## config.mk

```make
export PLATFORM = sky130hd
export DESIGN_NAME = sysid_read_timer
export DESIGN_NICKNAME = d
export VERILOG_FILES = /design/src/rtl/sysid_checker_pkg.sv /design/src/rtl/sysid_read_timer.sv
export SDC_FILE = /design/constraint.sdc
export NUM_CORES = 1
export LEC_CHECK = 0
export CAP_MARGIN = 20
export CORE_AREA = 2 2 39 41
export DETAILED_ROUTE_END_ITERATION = 8
export DIE_AREA = 0 0 41 43
export GPL_ROUTABILITY_DRIVEN = 0
export PLACE_DENSITY = 0.68
export REMOVE_ABC_BUFFERS = 1
export SLEW_MARGIN = 25
export SYNTH_ARGS = -nofsm -noshare
export SYNTH_HDL_FRONTEND = slang
export SYNTH_SLANG_ARGS = --single-unit
```

## constraint.sdc

```tcl
create_clock -name clock -period 3.91 [get_ports clock]
set_input_delay 0.391 -clock clock [delete_from_list [all_inputs] [get_ports clock]]
set_output_delay 0.391 -clock clock [all_outputs]
set_load 0.01 [all_outputs]
```

## src/rtl/sysid_checker_pkg.sv

```systemverilog
// Shared types and constants for the system-ID checker.
package sysid_checker_pkg;

  localparam int unsigned TO_W = 8;
  localparam int unsigned RT_W = 2;

  localparam logic ADDR_ID = 1'b0;
  localparam logic ADDR_TS = 1'b1;

  typedef enum logic [2:0] {
    ST_IDLE,
    ST_RD_ID,
    ST_RD_TS,
    ST_GAP,
    ST_CMP,
    ST_FIN
  } state_t;

endpackage

```

## src/rtl/sysid_read_timer.sv

```systemverilog
// Per-read stall timeout counter plus retry counter for the system-ID reader.
module sysid_read_timer
  import sysid_checker_pkg::*;
#(
  parameter int unsigned TIMEOUT_CYCLES = 255,
  parameter int unsigned MAX_RETRY      = 3
) (
  input  logic clock,
  input  logic reset_n,
  input  logic clr,
  input  logic stall,
  input  logic accept,
  output logic expire,
  output logic give_up
);

  localparam logic [TO_W-1:0] TO_LAST = TO_W'(TIMEOUT_CYCLES - 1);
  localparam logic [TO_W-1:0] TO_SAT  = TO_W'(TIMEOUT_CYCLES);
  localparam logic [RT_W-1:0] RT_MAX  = RT_W'(MAX_RETRY);

  logic [TO_W-1:0] r_to_cnt;
  logic [RT_W-1:0] r_rt_cnt;

  // Expire on the stall cycle that brings the count up to TIMEOUT_CYCLES.
  assign expire  = stall && (r_to_cnt >= TO_LAST);
  assign give_up = expire && (r_rt_cnt == RT_MAX);

  always_ff @(posedge clock or negedge reset_n) begin
    if (!reset_n) begin
      r_to_cnt <= '0;
      r_rt_cnt <= '0;
    end else if (clr || accept) begin
      r_to_cnt <= '0;
      r_rt_cnt <= '0;
    end else if (expire) begin
      r_to_cnt <= '0;
      if (!give_up) begin
        r_rt_cnt <= r_rt_cnt + RT_W'(1);
      end
    end else if (stall && (r_to_cnt != TO_SAT)) begin
      r_to_cnt <= r_to_cnt + TO_W'(1);
    end
  end

endmodule

```

==> results by group, run 1 <==
Timing
  • Tmin final: 2292 ps
  • RSZ-0062 raised after global routing: false
  • Final setup fails: 0
  • Relative slew margins: 68.11%
  • TNS Setup: 0 ps
  • Period utilization: 58.62%
  • Clk_skew: 3.112 ps
  • Max Clk Rate: 436.3 MHz
  • Hold_ws: 445.8 ps
  • Final worst slack: 1618 ps
  • Final hold vios: 0
  • Slew @ Worst Pin: 476.9 ps
  • Max Transition Viols Final: 0

Worst setup path
  • Crit-path cells: clkdlybuf4s50_1 -> o21ai_4 -> nor3_2 -> and2_2 -> clkdlybuf4s50_1
  • Crit end category: output port
  • CP top delay family: buffers and inverters
  • Most used cell, CP: clkdlybuf4s50_1
  • Kind of critical path: in2out
  • Slowest-stage cell, CP: clkdlybuf4s50_1
  • Buf+Inv Stages, Crit Path: 2
  • Nature of the critical path startpoint: primary input
  • Crit-path max cell delay: 560 ps
  • Max FO, Critical Path: 4
  • WP data arrival: 1900 ps
  • CP Data Required Time: 3520 ps

Drt
  • Vias: 432
  • Routed len/inst: 12.46 um
  • Antenna viol nets, final: 0
  • Drt first pass iters: 3
  • Residual DRC: 0
  • Final wirelength: 997 um
  • Initial DRC count: 2
  • Vias per cell: 5.400

Clock network
  • Post-CTS Resized: 0
  • H-tree Lvls: 1
  • CTS Buf Count: 3
  • Clock Latency Late Sink: 270 ps
  • Root Buffer: clkbuf_4
  • Worst-path clk slew: 70 ps
  • # clock sinks: 10
  • Post CTS Setup Buffer Count: 0
  • Maximum clock insertion buffer count: 2
  • CTS tree: done
  • CTS Hold Bufs: 0

Logic synthesis
  • Synth Register Bits: 10
  • Synthesized area: 621.8 um2
  • Cell variety after synth: 26
  • Cells after Synth: 55
  • Post-synthesis sequential area ratio: 40.24%
  • Syn_area_per_cell: 11.31 um2
  • Syn. warnings: 0

Status
  • Status: complete, no violations

Placed design
  • IO Port Bufs: 6
  • Detailed Place HPWL: 738.3 um
  • Placed Cells: 76
  • Pre-CTS WS: 1612 ps

Final layout
  • Layout cells sized above 1: 25.00%
  • Area Overhead vs Synth: 16.90%
  • N_diodes: 0
  • Nets: 73
  • Final std cells w/o fill: 80

Global route
  • Largest net degree at the start of global routing: 11
  • First-pass GRT wire length: 1.780 mm
  • Gr usage total: 15.21%
  • Initial antenna violation count: 0
  • GR Overflow Total: 0
  • Vias in the first global route: 425

Floorplan
  • Die height: 43 um
  • Core area: 1384 um2
  • Row count: 14
  • I/O Pins: 7
  • DIE AREA: 1763 um2
  • Initial Util: 44.94%
  • Die W: 41 um

Pwr
  • Lkg Pwr: 0.2669 nW
  • Peak supply drop: 0.0002175 V
  • PD cells: 297.0 nW/um2
  • Tot Pwr: 0.0002159 W

Worst hold path
  • Hold Path Class: in2async

Job
  • Max_cap viols: 0
per-layer routing:
metal | track usage, % | vias up | wire length, um
met3 | 4.712 | 0 | 40
met2 | 19.69 | 6 | 441
li1 | - | 219 | -
met4 | 8.000 | 0 | 0
met5 | 0 | - | 0
met1 | 21.93 | 207 | 515
placed cells by master (no fill, tap or decap), drive strengths merged:
master | Yosys | layout
dfrtp | 10 | 10
nor2 | 7 | 7
clkdlybuf4s50 | 0 | 6
inv | 4 | 4
xnor2 | 4 | 4
nor3 | 4 | 4
clkbuf | 0 | 4
nand3 | 4 | 4
ha | 3 | 3
a211oi | 3 | 3
a31oi | 3 | 3
and3 | 2 | 2
o21ai | 2 | 2
and2 | 2 | 2
a311oi | 2 | 2
or3 | 1 | 1
nor4 | 1 | 1
o211ai | 1 | 1
mux2i | 1 | 1
flip-flops by register name, summed over array words and instances, names as in the netlist:
name / flops
r_to_cnt: 8
r_rt_cnt: 2
cell families after synthesis:
group           Yosys count  share of synthesized area (%)
compound gates           11                          17.71
xor+xnor                  4                          5.633
fa+ha+maj                 3                          6.037
buf+inv                   5                          4.225
flops                    10                          40.24
mux                       1                          1.610
simple gates             21                          24.55
final cells by class:
class | instances | area, um2
Clock buffer | 4 | 36.28
Multi-Input combinational cell | 40 | 345.3
Inverter | 4 | 15.01
Sequential cell | 10 | 250.2
Timing Repair Buffer | 6 | 60.06
Tap cell | 16 | 20.02
Fill cell | 130 | 656.9
synthesized netlist by cell type:
library cell,n,area share [%]
dfrtp_1,10,40
nand3_1,2,1.6
a211oi_1,1,1.2
nor2_1,7,4.2
a211oi_2,2,4.0
a31oi_2,1,2.0
o21ai_0,1,0.80
inv_1,4,2.4
and2_2,1,1.2
nor3_1,1,0.80
o21ai_4,1,2.6
a311oi_2,1,2.4
o211ai_1,1,1.2
nand3_2,1,1.6
buf_6,1,1.8
xnor2_1,4,5.6
ha_1,3,6.0
nor4_4,1,3.4
mux2i_1,1,1.6
and2_1,1,1.0
a31oi_1,2,2.0
nor3_2,3,4.8
and3_1,2,2.0
nand3_4,1,2.8
a311oi_1,1,1.4
or3_1,1,1.0
per-stage QoR:
stage | area (um2) | utilization [%]
after detailed placement | 690.7 | 49.91
after global placement | 690.7 | 49.91
after CTS | 726.9 | 52.53
after floorplan | 610.6 | -
after global routing | 726.9 | 52.53
final | 726.9 | 52.53
report_power, final:
part | internal [W] | switching, W
registers | 0.000104 | 0.00000133
clock network | 0.0000565 | 0.0000383
logic | 0.00000684 | 0.00000861
final timing paths:
path	cells past startpoint	from	slack (ps)	to
worst max-delay path	5	stall	1620	give_up
worst min-delay path	1	reset_n	450	r_to_cnt[2]
worst max register to register	5	r_to_cnt[1]	2200	r_to_cnt[4]
worst min register to register	2	r_to_cnt[7]	580	r_to_cnt[7]
max in group asynchronous	1	reset_n	3140	r_to_cnt[0]
min in group clock	2	r_to_cnt[7]	580	r_to_cnt[7]
Power figures use the tool's default switching activity.
==> run 2: changes to the inputs <==
==> constraint.sdc (replaced) <==
create_clock -name clock -period 2.31 [get_ports clock]
set_input_delay 0.231 -clock clock [delete_from_list [all_inputs] [get_ports clock]]
set_output_delay 0.231 -clock clock [all_outputs]
set_load 0.01 [all_outputs]
==> results by group, run 2 (same netlist as run 1, synthesis figures left out) <==
Worst setup path
  • Crit end category: output port
  • Buf+Inv Stages, Crit Path: 1
  • RR Endpoint: r_to_cnt[4]
  • Nature of the critical path startpoint: flop
  • Flop2flop setup slack: 600 ps
  • Kind of critical path: reg2out
  • Max FO, Critical Path: 5
  • CP Data Required Time: 2080 ps
  • Crit-path cells: ha_1 -> o21ai_4 -> nor3_2 -> and2_2 -> clkdlybuf4s50_1
  • Slowest-stage cell, CP: clkdlybuf4s50_1
  • R2R depth: 5
  • CP top delay family: buffers and inverters
  • Worst R2R Start: r_to_cnt[1]
  • WP data arrival: 1860 ps
  • Crit-path max cell delay: 520 ps

Status
  • Status: complete, no violations

Final layout
  • Area Overhead vs Synth: 16.90%
  • Max reg flops: 8
  • Most frequent cells in the layout: 10 x dfrtp_1, 7 x nor2_1, 6 x clkdlybuf4s50_1
  • Final core occ: 52.53%
  • Reg with most FFs: r_to_cnt
  • Commonest non-fill, non-tap cell in the layout: dfrtp_1
  • Nets: 73
  • Cell area after layout: 726.9 um2
  • Layout cells sized above 1: 25.00%
  • N_diodes: 0
  • Final std cells w/o fill: 80
  • Regs by FF count: r_to_cnt (8), r_rt_cnt (2)

Timing
  • TNS Setup: 0 ps
  • Final hold vios: 0
  • Max Clk Rate: 477.8 MHz
  • Slew @ Worst Pin: 476.4 ps
  • Tmin final: 2093 ps
  • Final worst slack: 217.0 ps
  • Clk_skew: 2.984 ps
  • Final setup fails: 0
  • Period utilization: 90.61%
  • RSZ-0062 raised after global routing: false
  • Relative slew margins: 68.14%
  • Max Transition Viols Final: 0

Global route
  • Vias in the first global route: 422
  • Gr usage total: 15.11%
  • Largest net degree at the start of global routing: 11
  • GR Overflow Total: 0
  • Initial antenna violation count: 0
  • First-pass GRT wire length: 1.766 mm

Drt
  • Antenna viol nets, final: 0
  • Final wirelength: 996 um
  • Drt first pass iters: 3
  • Top layer in use: met3
  • Routed len/inst: 12.45 um
  • Met2 WL: 441 um
  • Initial DRC count: 2
  • Met3 Wirelength: 40 um
  • M1 WL: 513 um
  • Vias per cell: 5.400
  • Vias: 432
  • Residual DRC: 0

Floorplan
  • Initial Util: 44.94%
  • Core area: 1384 um2
  • Row count: 14
  • Die height: 43 um
  • Die W: 41 um
  • I/O Pins: 7
  • DIE AREA: 1763 um2

Clock network
  • Maximum clock insertion buffer count: 2
  • Worst-path clk slew: 70 ps
  • CTS tree: done
  • H-tree Lvls: 1
  • CTS Buf Count: 3
  • # clock sinks: 10
  • Root Buffer: clkbuf_4
  • Clock Latency Late Sink: 270 ps
  • Post-CTS Resized: 0
  • CTS Hold Bufs: 0
  • Post CTS Setup Buffer Count: 0

Placed design
  • Detailed Place HPWL: 738.3 um
  • Pre-CTS WS: 331.8 ps
  • Placed Cells: 76
  • Post-Place Cell Area: 690.7 um2
  • IO Port Bufs: 6

Pwr
  • Lkg Pwr: 0.2669 nW
  • Peak supply drop: 0.0003681 V
  • PD cells: 502.6 nW/um2

Job
  • Max_cap viols: 0

Worst hold path
  • Hold Path Class: in2async
[run 2: cell counts in the layout (fill, tap and decap cells not counted)]
Identical to the previous run, type by type.
[run 2: power breakdown]
group	total (W)	switching, W	internal [W]
clock network	0.000160	0.0000648	0.0000957
registers	0.000179	0.00000226	0.000176
logic	0.0000262	0.0000146	0.0000116
total	0.000365	0.0000816	0.000284
[run 2: cell type report]
type / count / area [um2]
sequential: 10 / 250.2
tap: 16 / 20.02
inverter: 4 / 15.01
multi-input combinational: 40 / 345.3
timing repair buffer: 6 / 60.06
fill: 131 / 656.9
clock buffer: 4 / 36.28
[run 2: worst max-delay path by stage]
stage | from | to | slack (ps) | depth (start not counted)
after floorplan | r_to_cnt[1] | r_to_cnt[4] | 690 | 5
after global placement | stall | give_up | 360 | 5
after detailed placement | stall | give_up | 330 | 5
after CTS | r_to_cnt[1] | give_up | 180 | 5
after global routing | r_to_cnt[1] | give_up | 90 | 5
final | r_to_cnt[1] | give_up | 220 | 5
[run 2: metrics by stage]
| step | power, W | hold slack [ps] |
|---|---|---|
| floorplan | 0.0001940 | -64.59 |
| global placement | 0.0002088 | 550.0 |
| detailed placement | 0.0002088 | 563.5 |
| CTS | 0.0003732 | 291.4 |
| global route | 0.0003869 | 322.5 |
| finish | 0.0003654 | 285.7 |
[run 2: routing by layer]
layer,global-route usage (%),vias to the layer above
met5,0,-
met4,8.000,0
met3,4.712,0
met2,19.69,6
met1,21.59,207
li1,-,219
